===== config.mk =====
export PLATFORM = sky130hd
export DESIGN_NAME = lsu_stb_ctlstate
export DESIGN_NICKNAME = d
export VERILOG_FILES = /design/src/rtl/lsu_stb_ctlstate.sv
export SDC_FILE = /design/constraint.sdc
export NUM_CORES = 1
export LEC_CHECK = 0
export ABC_AREA = 1
export CORE_ASPECT_RATIO = 1.5
export CORE_MARGIN = 1.5
export CORE_UTILIZATION = 64
export DETAILED_ROUTE_END_ITERATION = 12
export DONT_BUFFER_PORTS = 1
export PLACE_DENSITY = 0.85
export SETUP_SLACK_MARGIN = 0.4
export SLEW_MARGIN = 30
export SYNTH_ARGS = -nofsm -noshare
export SYNTH_HDL_FRONTEND = slang
export SYNTH_SLANG_ARGS = --single-unit

===== constraint.sdc =====
create_clock -name rclk -period 3.6 [get_ports rclk]
set_clock_uncertainty 0.15 [all_clocks]
set_input_delay 0 -clock rclk [delete_from_list [all_inputs] [get_ports rclk]]
set_output_delay 0 -clock rclk [all_outputs]
set_load 0.1 [all_outputs]

===== src/rtl/lsu_stb_ctlstate.sv =====
`default_nettype none
// ============================================================================
//  Module   : lsu_stb_ctlstate
//  Purpose  : Store-buffer control-state array. Holds per-entry M-stage store
//             control fields (set index, request type, RMO) and a per-entry
//             EMPTY/VALID/ISSUED lifecycle with issue/ack/nack/flush.
//             Provides occupancy, a registered indexed read port and a
//             sticky protocol-error flag.
//  Revision : 1.0  initial release
// ============================================================================
module lsu_stb_ctlstate #(
  parameter int NENT  = 8,
  parameter int SI_W  = 2,
  parameter int RT_W  = 2,
  parameter int IDX_W = 3
) (
  input  logic                 rclk,
  input  logic                 arst_l,
  input  logic [NENT-1:0]      stb_wr_en_m,
  input  logic [SI_W-1:0]      lsu_stb_va_m,
  input  logic [RT_W-1:0]      lsu_st_rq_type_m,
  input  logic                 lsu_st_rmo_m,
  input  logic                 stb_issue_vld,
  input  logic [IDX_W-1:0]     stb_issue_idx,
  input  logic                 stb_ack_vld,
  input  logic [IDX_W-1:0]     stb_ack_idx,
  input  logic                 stb_nack_vld,
  input  logic [NENT-1:0]      stb_flush,
  input  logic [IDX_W-1:0]     stb_rd_idx,
  output logic [NENT-1:0]      stb_state_vld,
  output logic [NENT-1:0]      stb_state_iss,
  output logic [NENT*SI_W-1:0] stb_state_si,
  output logic [NENT*RT_W-1:0] stb_state_rtype,
  output logic [NENT-1:0]      stb_state_rmo,
  output logic [SI_W-1:0]      stb_rd_si,
  output logic [RT_W-1:0]      stb_rd_rtype,
  output logic                 stb_rd_rmo,
  output logic [IDX_W:0]       stb_cnt,
  output logic                 stb_full,
  output logic                 stb_empty,
  output logic                 stb_err
);

  typedef enum logic [1:0] {
    ST_EMPTY  = 2'b00,
    ST_VALID  = 2'b01,
    ST_ISSUED = 2'b10
  } state_t;

  localparam logic [IDX_W:0] c_nent = (IDX_W+1)'(NENT);

  // Per-entry payload views for the read mux
  logic [SI_W-1:0] w_si [NENT];
  logic [RT_W-1:0] w_rt [NENT];
  logic [NENT-1:0] w_ent_err;

  // Array-wide protocol violations not tied to a single entry
  logic w_multi_wr;
  logic w_iss_oor;
  logic w_ack_oor;
  logic w_rd_oor;
  logic r_err_glob;

  assign w_multi_wr = |(stb_wr_en_m & (stb_wr_en_m - {{(NENT-1){1'b0}}, 1'b1}));
  assign w_iss_oor  = stb_issue_vld && ({1'b0, stb_issue_idx} >= c_nent);
  assign w_ack_oor  = (stb_ack_vld || stb_nack_vld) && ({1'b0, stb_ack_idx} >= c_nent);
  assign w_rd_oor   = ({1'b0, stb_rd_idx} >= c_nent);

  for (genvar gi = 0; gi < NENT; gi++) begin : g_ent
    localparam logic [IDX_W-1:0] c_me = IDX_W'(gi);

    state_t          r_st;
    logic            r_eerr;
    logic [SI_W-1:0] r_si;
    logic [RT_W-1:0] r_rt;
    logic            r_rmo;
    logic            w_wr;
    logic            w_iss;
    logic            w_ack;
    logic            w_nack;
    logic            w_fl;

    assign w_wr   = stb_wr_en_m[gi];
    assign w_iss  = stb_issue_vld && (stb_issue_idx == c_me);
    assign w_ack  = stb_ack_vld   && (stb_ack_idx   == c_me);
    assign w_nack = stb_nack_vld  && (stb_ack_idx   == c_me);
    assign w_fl   = stb_flush[gi];

    // Entry lifecycle FSM with its own sticky violation flag
    always_ff @(posedge rclk or negedge arst_l) begin
      if (!arst_l) begin
        r_st   <= ST_EMPTY;
        r_eerr <= 1'b0;
      end else begin
        case (r_st)
          ST_EMPTY: begin
            if (w_wr) r_st <= ST_VALID;
            if (w_iss || w_ack || w_nack) r_eerr <= 1'b1;
          end
          ST_VALID: begin
            // An overwrite keeps the entry VALID; a flush beats an issue.
            if (w_wr) begin
              r_eerr <= 1'b1;
            end else if (w_fl) begin
              r_st <= ST_EMPTY;
              if (w_iss) r_eerr <= 1'b1;
            end else if (w_iss) begin
              r_st <= ST_ISSUED;
            end
            if (w_ack || w_nack) r_eerr <= 1'b1;
          end
          ST_ISSUED: begin
            // Flush is ignored here; only ack or nack can retire the entry.
            if (w_nack) begin
              r_st <= ST_VALID;
              if (w_ack || w_wr) r_eerr <= 1'b1;
            end else if (w_ack) begin
              r_st <= w_wr ? ST_VALID : ST_EMPTY;
            end else if (w_wr) begin
              r_eerr <= 1'b1;
            end
            if (w_iss) r_eerr <= 1'b1;
          end
          default: r_st <= ST_EMPTY;
        endcase
      end
    end

    // Payload capture on the entry write enable
    always_ff @(posedge rclk or negedge arst_l) begin
      if (!arst_l) begin
        r_si  <= '0;
        r_rt  <= '0;
        r_rmo <= 1'b0;
      end else if (w_wr) begin
        r_si  <= lsu_stb_va_m;
        r_rt  <= lsu_st_rq_type_m;
        r_rmo <= lsu_st_rmo_m;
      end
    end

    assign stb_state_vld[gi]                 = (r_st != ST_EMPTY);
    assign stb_state_iss[gi]                 = (r_st == ST_ISSUED);
    assign stb_state_si[gi*SI_W +: SI_W]     = r_si;
    assign stb_state_rtype[gi*RT_W +: RT_W]  = r_rt;
    assign stb_state_rmo[gi]                 = r_rmo;
    assign w_si[gi]                          = r_si;
    assign w_rt[gi]                          = r_rt;
    assign w_ent_err[gi]                     = r_eerr;
  end

  // Sticky record of array-wide violations
  always_ff @(posedge rclk or negedge arst_l) begin
    if (!arst_l) begin
      r_err_glob <= 1'b0;
    end else if (w_multi_wr || w_iss_oor || w_ack_oor || w_rd_oor) begin
      r_err_glob <= 1'b1;
    end
  end

  logic [SI_W-1:0] r_rd_si;
  logic [RT_W-1:0] r_rd_rt;
  logic            r_rd_rmo;

  // Read port returns pre-write payload of the sampled index
  always_ff @(posedge rclk or negedge arst_l) begin
    if (!arst_l) begin
      r_rd_si  <= '0;
      r_rd_rt  <= '0;
      r_rd_rmo <= 1'b0;
    end else if (w_rd_oor) begin
      r_rd_si  <= '0;
      r_rd_rt  <= '0;
      r_rd_rmo <= 1'b0;
    end else begin
      r_rd_si  <= w_si[stb_rd_idx];
      r_rd_rt  <= w_rt[stb_rd_idx];
      r_rd_rmo <= stb_state_rmo[stb_rd_idx];
    end
  end

  assign stb_rd_si    = r_rd_si;
  assign stb_rd_rtype = r_rd_rt;
  assign stb_rd_rmo   = r_rd_rmo;

  logic [IDX_W:0] w_cnt;

  // Occupancy is a straight population count of non-EMPTY entries
  always_comb begin
    w_cnt = '0;
    for (int k = 0; k < NENT; k++) begin
      w_cnt = w_cnt + {{IDX_W{1'b0}}, stb_state_vld[k]};
    end
  end

  assign stb_cnt   = w_cnt;
  assign stb_full  = (w_cnt == c_nent);
  assign stb_empty = (w_cnt == '0);
  assign stb_err   = r_err_glob | (|w_ent_err);

endmodule
`default_nettype wire

Yosys cells after proc, flatten, opt, wreduce, memory -nomap -nowiden:

Cells that the tools add are included.

* memories: 0
* logic and storage cells: 429
* input port bits: 35
* bits in latches: 0
* register bits after elaboration: 70
* bits in writable memories: 0
* memory bits (read-only): 0

* bitwise operators: 3
* reduce and logical (&&, ||, !) cells: 101
* muxes and demuxes: 160
* magnitude comparators: 2
* equal/unequal tests: 111
* $mul: 0
* shift-type cells: 0
* add/sub/neg operators: 8
* div/mod/pow operators: 0

Operator list (number)
* $mux W2: 52
* $mux W1: 89
* $ne A4 B3 Y1 const B: 16
* $ne A4 B4 Y1 const B: 16
* $reduce_and A7 Y1: 8
* $ne A2 B2 Y1 const B: 24
* $pmux W2 S3: 8
* $logic_or A1 B1 Y1: 32
* $ne A4 B2 Y1 const B: 8
* $reduce_and A4 Y1: 8
* $eq A3 B3 Y1 const B: 8
* $logic_and A1 B1 Y1: 24
* $ne A3 B1 Y1 const B: 8
* $ne A3 B3 Y1 const B: 8
* $pmux W1 S3: 8
* $reduce_bool A3 Y1: 8
* $add A4 B1 Y4: 4
* $eq A2 B1 Y1 const B: 8
* $eq A2 B2 Y1 const B: 8
* $logic_not A2 Y1: 8
* $reduce_bool A2 Y1: 8
* $reduce_or A8 Y1: 2
* $bmux W2 S3: 2
* $eq A3 B2 Y1 const B: 4
* other kinds (14): 16

Depth between registers and ports, before layout:

* depth in word-level cells: 9
* mapped depth: 13
* gate-level depth less buffers: 13

Least setup slack after synthesis:

OpenSTA, ideal clock, no wires.

* kind: reg-to-output
* start point: register g_ent[5].r_st[0]
* end point: output stb_empty
* required time: 3.450 ns
* setup slack: -1.768 ns
* buffers on the path: 0
* stages on the path, launching flop included: 13
* arrival: 5.218 ns
* path through: dfrtp_1 -> nor2_1 -> inv_1 -> fa_1 -> inv_1 -> fa_1 -> inv_1 -> ha_1 -> inv_1 -> fa_1 -> xnor2_1 -> or3_1 -> nor2_1

* cells in the longest elaborated chain, start to end: 5

Ends and longest elaborated chain
* start, declared: line 72 `state_t r_st;`
* start signal, assigned: line 118 `r_st <= w_wr ? ST_VALID : ST_EMPTY;`
* $reduce_bool A2 Y1: line 142 `assign stb_state_vld[gi] = (r_st != ST_EMPTY);`
* net stb_state_vld[5]: line 30 `output logic [NENT-1:0] stb_state_vld,`
* $add A4 B1 Y4 (3 in a row): line 192 `w_cnt = w_cnt + {{IDX_W{1'b0}}, stb_state_vld[k]};`
* net stb_cnt[2]: line 38 `output logic [IDX_W:0] stb_cnt,`
* $logic_not A4 Y1: line 198 `assign stb_empty = (w_cnt == '0);`
* end, declared: line 40 `output logic stb_empty,`

The timed path passes the listed nets, and every way through them passes these cells.

Final worst setup path:

* start point: register g_ent[0].r_st[0]
* end point: output stb_full

* cells in the longest elaborated chain, start to end: 9

Ends and longest elaborated chain
* start, declared: line 72
* start signal, assigned: line 118
* $reduce_bool A2 Y1: line 142
* $add A1 B1 Y2: line 192
* $add A2 B1 Y3: line 192
* $add A3 B1 Y4: line 192
* $add A4 B1 Y4 (4 in a row): line 192
* $eq A4 B4 Y1: line 197 `assign stb_full = (w_cnt == c_nent);`
* end, declared: line 39 `output logic stb_full,`

No other way between the ends.

==> flow_metrics.env <==
export IMPL_status="complete, but fails checks"
export IMPL_failed_checks="setup timing"
export IMPL_cp_max_fo=2
export IMPL_wl_per_cell_um=20.2
export IMPL_synthesis_instances=652
export IMPL_worst_slack_ns=-0.708
export IMPL_tightest_slew_ns=0.968
export IMPL_fp_dieW_um=71
export IMPL_synth_top_area_frac=0.395
export IMPL_pre_cts_ws_ns=-0.190
export IMPL_min_period_ns=4.31
export IMPL_routed_wl_mm=16.6
export IMPL_overflow=0
export IMPL_core_mm2=0.00681
export IMPL_layout_common_cells="nand2_1 (203), inv_1 (80), dfrtp_1 (70)"
export IMPL_grt_pass1_wl_mm=24.2
export IMPL_grt_max_degree=71
export IMPL_finalHoldViolCount=0
export IMPL_path_cells="nor2_4, fa_2, inv_2, fa_2, inv_2, fa_2, inv_2, ha_4, inv_2, fa_2, inv_2, or3_4, nor2_4, buf_12"
export IMPL_yosysWarningCount=0
export IMPL_setup_violations=5
export IMPL_timing_slew_headroom=0.355
export IMPL_area_growth_syn_to_layout_pct=28.5
export IMPL_first_iter_violations=720
export IMPL_portBuffers=0
export IMPL_initial_utilization=0.652
export IMPL_dieArea_mm2=0.00746
export IMPL_drive_gt1_frac=0.139
export IMPL_pin_count=103
export IMPL_drv_slew=0
export IMPL_avgSynthCellArea_um2=6.81
export IMPL_critical_path_max_stage_delay_ns=0.64
export IMPL_hpwl_mm=8.77
export IMPL_ant_nets=0
export IMPL_gp_congestion=0.982
export IMPL_ctsHtreeMaxLevel=3
export IMPL_yosysSeqAreaShare=0.395
export IMPL_cts_tree="built"
export IMPL_arrival_ns=4.16
export IMPL_hold_path_class="primary input to async pin"
export IMPL_syn_area_mm2=0.00444
export IMPL_cts_sinks=70
export IMPL_critPathKind="flip-flop to output port"
export IMPL_clockRootBuffer="clkbuf_8"
export IMPL_worst_path_stages=14
export IMPL_track_usage=0.422
export IMPL_viasPerCell=6.40
export IMPL_synth_cell_types=38
export IMPL_startpoint_type="flip-flop"
export IMPL_maxCapViolCount=0
export IMPL_first_global_vias=5041
export IMPL_crit_path_frequent_cell="inv_2"
export IMPL_nFillCells=394
export IMPL_rsz0062_at_grt="yes"
export IMPL_die_y_um=105
export IMPL_yosys_area_top_type="dfrtp_1"
export IMPL_synth_fp_nets=694
export IMPL_path_clk_slew_ns=0.08
export IMPL_reg2regPathDepth=7
export IMPL_path_buf_inv=6
export IMPL_critPathSlowestCell="fa_2"
export IMPL_max_clock_freq_mhz=232
export IMPL_cts_inserted_buffers=9
export IMPL_fin_crit_sh=1.20
export IMPL_required_ns=3.45
export IMPL_firstDrtPassIters=8
export IMPL_cp_end_kind="output port"
export IMPL_layout_commonest_cell="nand2_1"
export IMPL_num_vias=5256
export IMPL_clk_latency_ns=0.36
export IMPL_antenna_found_initial=1
export IMPL_nNetsFinal=778
export IMPL_cp_top_family="adder cells"
export IMPL_drc=0
export IMPL_rows=37
export IMPL_clk_path_buf_depth=2
export IMPL_synthTopCellsByArea="dfrtp_1 (39%), nand2_1 (17%), inv_1 (7.3%), o21ai_0 (6.8%), nor2_1 (4.9%)"
export IMPL_ys_ff_latch=70
==> cell families after synthesis <==
family	share of synthesized area
buffers and inverters	0.124
DFF	0.395
and+or+nand+nor	0.310
xor gates and xnor gates	0.00197
adders and majority gates	0.0265
AOI/OAI and AO/OA	0.143
==> cells in the mapped netlist <==
cell type,count
buf_4,16
ha_1,3
a21oi_2,1
or3_1,1
nand2_1,206
dfrtp_1,70
o21ai_0,60
a21boi_0,1
inv_1,86
buf_6,1
buf_2,5
inv_2,9
nor4_1,2
xnor2_1,1
o22ai_1,2
a21boi_1,1
o21a_1,6
a31oi_1,1
nor3_1,3
nor2_4,2
o21ai_2,1
a21oi_1,29
clkinv_1,1
o211ai_2,1
o21ai_1,10
o31ai_1,2
clkbuf_1,8
nor2_1,58
a22oi_1,2
nand3_2,3
buf_1,1
nand4_1,7
fa_1,4
nor2_2,3
nand3_1,41
or2_2,2
nand2_4,1
nand3b_1,1
==> registers in the layout, summed over array words and instances (netlist names) <==
register and cells:
stb_rd_si 2, g_ent.r_st 16, stb_rd_rtype 2, stb_rd_rmo 1, g_ent.r_rmo 8, g_ent.r_eerr 8
g_ent.r_rt 16, r_err_glob 1, g_ent.r_si 16
==> timing repair <==
action,in CTS,in global routing
endpoints found under the setup margin,6,9
gates cloned,0,0
pin swaps,4,4
endpoints found under the hold margin,140,0
hold buffers,67,0
resized for setup,26,14
setup buffers,5,4
==> final cells by class <==
type                       count  area (um2)  share of cell area
clock inverter                 4        47.5             0.00834
sequential                    70        1750               0.307
clock buffer                  12         135              0.0237
inverter                      96         363              0.0636
tap                           78        97.6              0.0171
timing repair buffer         104        1060               0.185
antenna                        2        5.00            0.000878
multi-input combinational    455        2250               0.394
==> per-layer routing <==
layer  global-route usage  wire (um)  share of wire  up-vias
li1                     -          -              -     2222
met1                0.448       5020           0.30     2350
met2                0.685       7770           0.47      492
met3                0.130       2150           0.13      192
met4                0.318       1650          0.099        0
met5                    0          0              0        -
==> final timing paths <==
kind,slack [ns],start,end
worst min-delay path,0.03,arst_l,g_ent[1].r_si[1]$_DFFE_PN0P_
worst max register to register,0.61,g_ent[5].r_rt[0]$_DFFE_PN0P_,stb_rd_rtype[0]$_DFF_PN0_
min in group rclk,0.03,stb_rd_idx[1],stb_rd_rtype[0]$_DFF_PN0_
worst min register to register,0.32,g_ent[2].r_eerr$_DFFE_PN0P_,g_ent[2].r_eerr$_DFFE_PN0P_
max in group asynchronous,2.97,arst_l,g_ent[2].r_st[1]$_DFFE_PN0P_
worst max-delay path,-0.71,g_ent[0].r_st[0]$_DFFE_PN0P_,stb_full
==> metrics by stage <==
stage	area, um2	cells	util	hold WS [ns]	setup TNS (ns)
floorplan	4470	652	-	-0.446	-1.59
global placement	4630	727	0.681	-0.444	-0.325
detailed placement	4640	727	0.682	-0.444	-0.380
CTS	5630	815	0.828	0.0226	-1.10
global route	5700	820	0.838	0.0564	-2.88
finish	5700	821	0.838	0.0307	-2.47
Power is not shown: default switching activity piles up to over one toggle a cycle in this logic, so the estimate is an artifact.
